<file path="config.mk">
export PLATFORM = sky130hd
export DESIGN_NAME = mips_mc_control_flat
export DESIGN_NICKNAME = d
export VERILOG_FILES = /design/src/rtl/mips_mc_control_if.sv /design/src/rtl/mips_mc_control.sv /design/src/flat_wrapper.sv
export SDC_FILE = /design/constraint.sdc
export NUM_CORES = 1
export LEC_CHECK = 0
export CORE_ASPECT_RATIO = 0.6
export CORE_UTILIZATION = 40
export CTS_BUF_LIST = sky130_fd_sc_hd__clkbuf_2 sky130_fd_sc_hd__clkbuf_4 sky130_fd_sc_hd__clkbuf_8
export CTS_CLUSTER_DIAMETER = 100
export DETAILED_ROUTE_END_ITERATION = 8
export GPL_ROUTABILITY_DRIVEN = 0
export GPL_TIMING_DRIVEN = 1
export PLACE_DENSITY_LB_ADDON = 0.25
export SLEW_MARGIN = 20
export SYNTH_ARGS = -nofsm -noshare
export SYNTH_HDL_FRONTEND = slang
export SYNTH_SLANG_ARGS = --single-unit
export TNS_END_PERCENT = 30
</file>
<file path="constraint.sdc">
create_clock -name Clk -period 2.1 [get_ports Clk]
set_input_delay 0.42 -clock Clk [delete_from_list [all_inputs] [get_ports Clk]]
set_output_delay 0.42 -clock Clk [all_outputs]
set_load 0.01 [all_outputs]
</file>
<file path="src/rtl/mips_mc_control_if.sv">
// Instruction-source / datapath-control bundle for the multi-cycle MIPS sequencer.
// master = instruction source side, slave = sequencer side.
interface mips_mc_control_if #(
   parameter int COUNT_W = 16
);
   logic [31:0]        instrWord;
   logic               newInstr;
   logic               ALUZero;
   logic [31:0]        IR;
   logic               busy;
   logic               done;
   logic               illegal;
   logic               overrun;
   logic               RegWrite;
   logic               RegDst;
   logic [4:0]         writeReg;
   logic               MemRead;
   logic               MemWrite;
   logic               MemtoReg;
   logic               ALUSrc;
   logic [3:0]         ALUCtl;
   logic               branchTaken;
   logic [COUNT_W-1:0] instrCount;

   modport master (
      output instrWord, newInstr, ALUZero,
      input  IR, busy, done, illegal, overrun, RegWrite, RegDst, writeReg,
             MemRead, MemWrite, MemtoReg, ALUSrc, ALUCtl, branchTaken, instrCount
   );

   modport slave (
      input  instrWord, newInstr, ALUZero,
      output IR, busy, done, illegal, overrun, RegWrite, RegDst, writeReg,
             MemRead, MemWrite, MemtoReg, ALUSrc, ALUCtl, branchTaken, instrCount
   );
endinterface

</file>
<file path="src/rtl/mips_mc_control.sv">
// Multi-cycle control sequencer: latches one instruction per newInstr edge and
// walks the datapath through DECODE/EXEC/MEM/WB with Moore-style enables.
module mips_mc_control #(
   parameter int COUNT_W = 16
) (
   input logic              Clk,
   input logic              Reset,
   mips_mc_control_if.slave bus
);
   typedef enum logic [2:0] {IDLE, DECODE, EXEC, MEM, WB, DONE} state_t;

   state_t             state, state_nx;
   logic [31:0]        ir;
   logic               newinstr_q, zero_q, overrun_q;
   logic [COUNT_W-1:0] cnt;
   logic               start;

   logic [5:0] op, fn;
   logic       is_r, is_lw, is_sw, is_beq, is_addi, legal;
   logic [3:0] alu_op;

   assign start = bus.newInstr & ~newinstr_q;
   assign op    = ir[31:26];
   assign fn    = ir[5:0];

   always_comb begin
      is_r    = 1'b0;
      is_lw   = 1'b0;
      is_sw   = 1'b0;
      is_beq  = 1'b0;
      is_addi = 1'b0;
      alu_op  = 4'b0010;
      case (op)
         6'b000000: begin
            is_r = 1'b1;
            case (fn)
               6'b100000: alu_op = 4'b0010;
               6'b100010: alu_op = 4'b0110;
               6'b100100: alu_op = 4'b0000;
               6'b100101: alu_op = 4'b0001;
               6'b101010: alu_op = 4'b0111;
               default:   is_r   = 1'b0;
            endcase
         end
         6'b100011: is_lw   = 1'b1;
         6'b101011: is_sw   = 1'b1;
         6'b000100: begin
            is_beq = 1'b1;
            alu_op = 4'b0110;
         end
         6'b001000: is_addi = 1'b1;
         default: ;
      endcase
      legal = is_r | is_lw | is_sw | is_beq | is_addi;
   end

   always_ff @(posedge Clk) begin
      if (Reset) state <= IDLE;
      else       state <= state_nx;
   end

   // Edge-detect register loads newInstr even in reset so a held strobe cannot restart.
   always_ff @(posedge Clk) begin
      newinstr_q <= bus.newInstr;
      if (Reset) begin
         ir        <= '0;
         cnt       <= '0;
         zero_q    <= 1'b0;
         overrun_q <= 1'b0;
      end else begin
         overrun_q <= start & (state != IDLE);
         if (state == IDLE && start) ir <= bus.instrWord;
         if (state == EXEC) zero_q <= bus.ALUZero;
         if (state == DONE && legal) cnt <= cnt + COUNT_W'(1);
      end
   end

   logic       in_ex, regdst, alusrc, memread, memwrite, memtoreg, regwrite;
   logic       done, illegal, branch;
   logic [4:0] wreg;
   logic [3:0] aluctl;

   always_comb begin
      state_nx = state;
      case (state)
         IDLE:    if (start) state_nx = DECODE;
         DECODE:  state_nx = legal ? EXEC : DONE;
         EXEC:    state_nx = (is_lw | is_sw) ? MEM : (is_beq ? DONE : WB);
         MEM:     state_nx = is_lw ? WB : DONE;
         WB:      state_nx = DONE;
         DONE:    state_nx = IDLE;
         default: state_nx = IDLE;
      endcase

      in_ex    = (state == EXEC) | (state == MEM) | (state == WB);
      regdst   = in_ex & is_r;
      alusrc   = in_ex & (is_lw | is_sw | is_addi);
      aluctl   = in_ex ? alu_op : 4'b0010;
      wreg     = in_ex ? (is_r ? ir[15:11] : ir[20:16]) : 5'd0;
      memread  = (state == MEM) & is_lw;
      memwrite = (state == MEM) & is_sw;
      memtoreg = ((state == MEM) | (state == WB)) & is_lw;
      // $0 is hardwired zero, so a write to it is suppressed at the enable.
      regwrite = (state == WB) & (wreg != 5'd0);
      done     = (state == DONE);
      illegal  = done & ~legal;
      branch   = done & is_beq & zero_q;
   end

   assign bus.IR          = ir;
   assign bus.busy        = (state != IDLE);
   assign bus.done        = done;
   assign bus.illegal     = illegal;
   assign bus.overrun     = overrun_q;
   assign bus.RegWrite    = regwrite;
   assign bus.RegDst      = regdst;
   assign bus.writeReg    = wreg;
   assign bus.MemRead     = memread;
   assign bus.MemWrite    = memwrite;
   assign bus.MemtoReg    = memtoreg;
   assign bus.ALUSrc      = alusrc;
   assign bus.ALUCtl      = aluctl;
   assign bus.branchTaken = branch;
   assign bus.instrCount  = cnt;
endmodule
</file>
<file path="src/flat_wrapper.sv">
// flat-port wrapper written by rule: the top's interface ports become plain ports
module mips_mc_control_flat 
#(
   parameter int COUNT_W = 16
)
  (Clk, Reset, bus_instrWord, bus_newInstr, bus_ALUZero, bus_IR, bus_busy, bus_done, bus_illegal, bus_overrun, bus_RegWrite, bus_RegDst, bus_writeReg, bus_MemRead, bus_MemWrite, bus_MemtoReg, bus_ALUSrc, bus_ALUCtl, bus_branchTaken, bus_instrCount);
  mips_mc_control_if #(.COUNT_W(COUNT_W)) bus_i ();
  input logic Clk;
  input logic Reset;
  input wire logic [$bits(bus_i.instrWord)-1:0] bus_instrWord;
  input wire logic [$bits(bus_i.newInstr)-1:0] bus_newInstr;
  input wire logic [$bits(bus_i.ALUZero)-1:0] bus_ALUZero;
  output wire logic [$bits(bus_i.IR)-1:0] bus_IR;
  output wire logic [$bits(bus_i.busy)-1:0] bus_busy;
  output wire logic [$bits(bus_i.done)-1:0] bus_done;
  output wire logic [$bits(bus_i.illegal)-1:0] bus_illegal;
  output wire logic [$bits(bus_i.overrun)-1:0] bus_overrun;
  output wire logic [$bits(bus_i.RegWrite)-1:0] bus_RegWrite;
  output wire logic [$bits(bus_i.RegDst)-1:0] bus_RegDst;
  output wire logic [$bits(bus_i.writeReg)-1:0] bus_writeReg;
  output wire logic [$bits(bus_i.MemRead)-1:0] bus_MemRead;
  output wire logic [$bits(bus_i.MemWrite)-1:0] bus_MemWrite;
  output wire logic [$bits(bus_i.MemtoReg)-1:0] bus_MemtoReg;
  output wire logic [$bits(bus_i.ALUSrc)-1:0] bus_ALUSrc;
  output wire logic [$bits(bus_i.ALUCtl)-1:0] bus_ALUCtl;
  output wire logic [$bits(bus_i.branchTaken)-1:0] bus_branchTaken;
  output wire logic [$bits(bus_i.instrCount)-1:0] bus_instrCount;
  assign bus_i.instrWord = bus_instrWord;
  assign bus_i.newInstr = bus_newInstr;
  assign bus_i.ALUZero = bus_ALUZero;
  assign bus_IR = bus_i.IR;
  assign bus_busy = bus_i.busy;
  assign bus_done = bus_i.done;
  assign bus_illegal = bus_i.illegal;
  assign bus_overrun = bus_i.overrun;
  assign bus_RegWrite = bus_i.RegWrite;
  assign bus_RegDst = bus_i.RegDst;
  assign bus_writeReg = bus_i.writeReg;
  assign bus_MemRead = bus_i.MemRead;
  assign bus_MemWrite = bus_i.MemWrite;
  assign bus_MemtoReg = bus_i.MemtoReg;
  assign bus_ALUSrc = bus_i.ALUSrc;
  assign bus_ALUCtl = bus_i.ALUCtl;
  assign bus_branchTaken = bus_i.branchTaken;
  assign bus_instrCount = bus_i.instrCount;
  mips_mc_control #(.COUNT_W(COUNT_W)) u_core (.Clk(Clk), .Reset(Reset), .bus(bus_i));
endmodule
</file>
==> flow_summary_export.csv <==
group,metric,value,unit
placement,placedInstanceArea,3880,um^2
placement,portBuffers,102,
synth,ys_async_sr_fraction,0,%
final_layout,postLayoutCoreUtil,65.9,%
placement,dp_slack,-0.327,ns
drt,wire_per_inst,14.4,um
die,rows,22,
final_layout,final_area,4060,um^2
synth,synth-main-ff-cell,"dfxtp_1",
clock_network,root_buffer,"clkbuf_8",
die,die_h,64.1,um
timing,setup_violations,8,
grt,track_usage,23.4,%
synth,ys_top_cells_by_area,"dfxtp_1 (42%), nand2_1 (12%), a21oi_1 (12%)",
timing,slew_headroom,66.7,%
die,start_util,41.7,%
clock_network,cts_hold_buffers,0,
synth,synthesis.nets,373,
synth,syn_avg_cell_area,7.66,um^2
synth,syn_inst,336,
timing,finalHoldViolCount,0,
synth,synth_top_area_cell,"dfxtp_1",
worst_setup_path,cp_cell_sequence,"nor4b_4 -> and3_4 -> buf_6 -> nand2b_4 -> or4b_4 -> buf_6",
drt,drt-total-wl,7850,um
drt,drc_errors,0,
timing,min_period,2.35,ns
die,fp.dieArea,6770,um^2
synth,synth_edf_count,0,
synth,ys_seq_area_share,42.0,%
grt,grt_first_pass_wirelength,12700,um
clock_network,clkLatencyLatePin,0.30,ns
timing,drv_slew,0,
outcome,failed_checks,"setup timing",
clock_network,htree_levels,2,
power_and_ir_drop,cellPowerDensity,531,nW/um^2
worst_setup_path,reg2reg_from,"u_core.bus.IR[4]",
timing,finalCritPeriodShare,112,%
worst_setup_path,critPathMostFrequentCell,"buf_6",
worst_setup_path,crit_fanout,3,
power_and_ir_drop,peakVddDrop,0.386,mV
final_layout,layout-drive-gt1-share,21.2,%
worst_hold_path,min_from,"u_core.bus.IR[21]",
worst_hold_path,whs_path_depth,2,
worst_setup_path,startpoint_type,"flop",
final_layout,diodes,0,
die,die_x,106,um
drt,first_pass_iters,4,
final_layout,area_delta_synth_final,58.0,%
synth,netlist_area,2570,um^2
worst_setup_path,reg2reg_depth,8,
grt,antenna_found_initial,0,
outcome,outcome,"finished, violations left",
worst_setup_path,slowest_stage,"or4b_4",
timing,rsz0062_at_grt,"yes",
timing,whs,0.464,ns
synth,ys_types,42,
worst_setup_path,max_stage_delay,0.48,ns
synth,synth_top_area_share,42.0,%
worst_hold_path,holdPathEnd,"u_core.bus.IR[21]",
grt,grt_pass1_vias,2708,
placement,dp.final_hpwl,5770,um
worst_hold_path,hold_class,"reg -> reg",
synth,synth_warnings,0,
clock_network,clkSlewWorstSetupHoldPaths,0.10,ns
timing,fin_skew,0.0118,ns
drt,drt_iter0_drc,118,
job,cap_violations,0,
die,ioPinCount,104,
clock_network,cts_max_path_buffers,2,
clock_network,cts_buffers,5,
grt,grt.overflow.total,0,
worst_setup_path,crit_type,"reg -> out",
drt,num_vias,2868,
worst_setup_path,timing.rr.end,"u_core.bus.instrCount[10]",
timing,fmax,426,MHz
worst_setup_path,required,1.68,ns
worst_setup_path,critPathArrivalTime,1.93,ns
clock_network,clock_sinks,54,
drt,vias_per_cell,5.25,
clock_network,tritoncts,"yes",
synth,ys_ff_latch,54,
drt,ant_nets,0,
timing,fin_setup_tns,-0.870,ns
timing,worst_pin_slew,0.499,ns
final_layout,finish.net_count,499,
timing,fin_ws,-0.249,ns
grt,grt_max_degree,36,
die,core,6170,um^2
power_and_ir_drop,power.leakage,1.48,nW
worst_setup_path,timing.reg2reg.setup_slack,0.04,ns
worst_setup_path,critPathCaptureType,"output port",
## layout by cell type (no fill, tap or decap), types with 3 or more instances in the layout
cell type / synthesis / layout
nand2_1: 82 / 80
nor3_1: 9 / 6
clkdlybuf4s50_1: 0 / 83
buf_2: 6 / 11
inv_1: 8 / 7
nand2b_1: 4 / 3
or4_1: 14 / 12
nor2b_1: 5 / 4
dfxtp_2: 0 / 7
a21oi_2: 0 / 4
nor3_2: 1 / 4
nor2_1: 11 / 8
a21oi_1: 61 / 57
nand4_1: 5 / 5
buf_4: 1 / 34
o21ai_0: 5 / 5
nand3_1: 13 / 13
buf_6: 3 / 5
o31ai_1: 13 / 13
clkbuf_8: 0 / 5
dfxtp_1: 54 / 47
or3_1: 3 / 3
## cells in the mapped netlist, types with 2 or more instances
cell type,count
o31ai_1,13
buf_2,6
nand3b_1,2
a21oi_1,61
dfxtp_1,54
nand2b_1,4
and2_1,2
o21ai_0,5
or4_1,14
nand3_1,13
and3_1,2
and4_1,2
clkbuf_1,11
buf_6,3
nor3_1,9
nand4_1,5
or3_1,3
nor2b_1,5
inv_1,8
nand2_1,82
nor2_1,11
## cell type report
type	count	area, um^2
inverter	8	30.0
clock buffer	6	76.3
sequential	54	1090
clock inverter	1	7.51
timing repair buffer	142	1300
fill	572	2100
tap	84	105
multi-input combinational	251	1460
## metrics by stage
stage               instances  total power [W]
floorplan                 336          0.00133
global placement          538          0.00157
detailed placement        538          0.00158
CTS                       546          0.00215
global route              546          0.00227
finish                    546          0.00216
## critical path: cells and delay by family, from the launching register on
family | cells | cell delay, ns
buffers and inverters | 2 | 0.24
DFF | 1 | 0.35
and+or+nand+nor | 4 | 1.06
## logic make-up (layout without fill, tap and decap cells)
kind of cell | Yosys count | after routing | synth area share, %
other | 1 | 1 | 0.146
DFF | 54 | 54 | 42.0
buffers and inverters | 31 | 157 | 5.89
muxes | 2 | 2 | 0.827
and+or+nand+nor | 160 | 160 | 30.4
AOI/OAI and AO/OA | 86 | 86 | 19.8
adders and majority gates | 1 | 1 | 0.486
xor gates and xnor gates | 1 | 1 | 0.341
## registers in the layout, indices dropped and copies added (netlist names)
signal,flops
u_core.bus.IR,32
u_core.bus.overrun,1
u_core.state,3
u_core.newinstr_q,1
u_core.zero_q,1
u_core.bus.instrCount,16
## worst max-delay path by stage
stage / from / to / slack (ns) / depth (start not counted)
2_1_floorplan: u_core.bus.IR[28] / bus_illegal / 0.08 / 6
3_3_place_gp: u_core.bus.IR[4] / bus_ALUCtl[1] / -0.15 / 5
3_5_place_dp: u_core.bus.IR[4] / bus_ALUCtl[1] / -0.33 / 5
4_1_cts: u_core.bus.IR[30] / bus_ALUCtl[1] / -0.26 / 6
5_1_grt: u_core.bus.IR[4] / bus_ALUCtl[1] / -0.31 / 6
6_report: u_core.bus.IR[4] / bus_ALUCtl[1] / -0.25 / 6
## layer usage
metal  vias to the layer above  wire (um)  GRT usage, %
met4                         0         16          2.08
met2                        88       3470          38.6
met5                         -          0             0
met1                      1345       3800          32.3
met3                         2        566          5.51
li1                       1433          -             -
## power breakdown
| group | switching, W | internal [W] |
|---|---|---|
| clock network | 0.000323 | 0.000243 |
| logic | 0.000243 | 0.000253 |
| registers | 0.0000300 | 0.00106 |
## timing repair
item                                    4_1_cts  5_1_grt
pin swaps                                     4       11
resized for setup                            71       30
endpoints found under the setup margin       30       28
buffers inserted                              2        1
endpoints found under the hold margin         0        0
(Power assumes the default switching activity.)
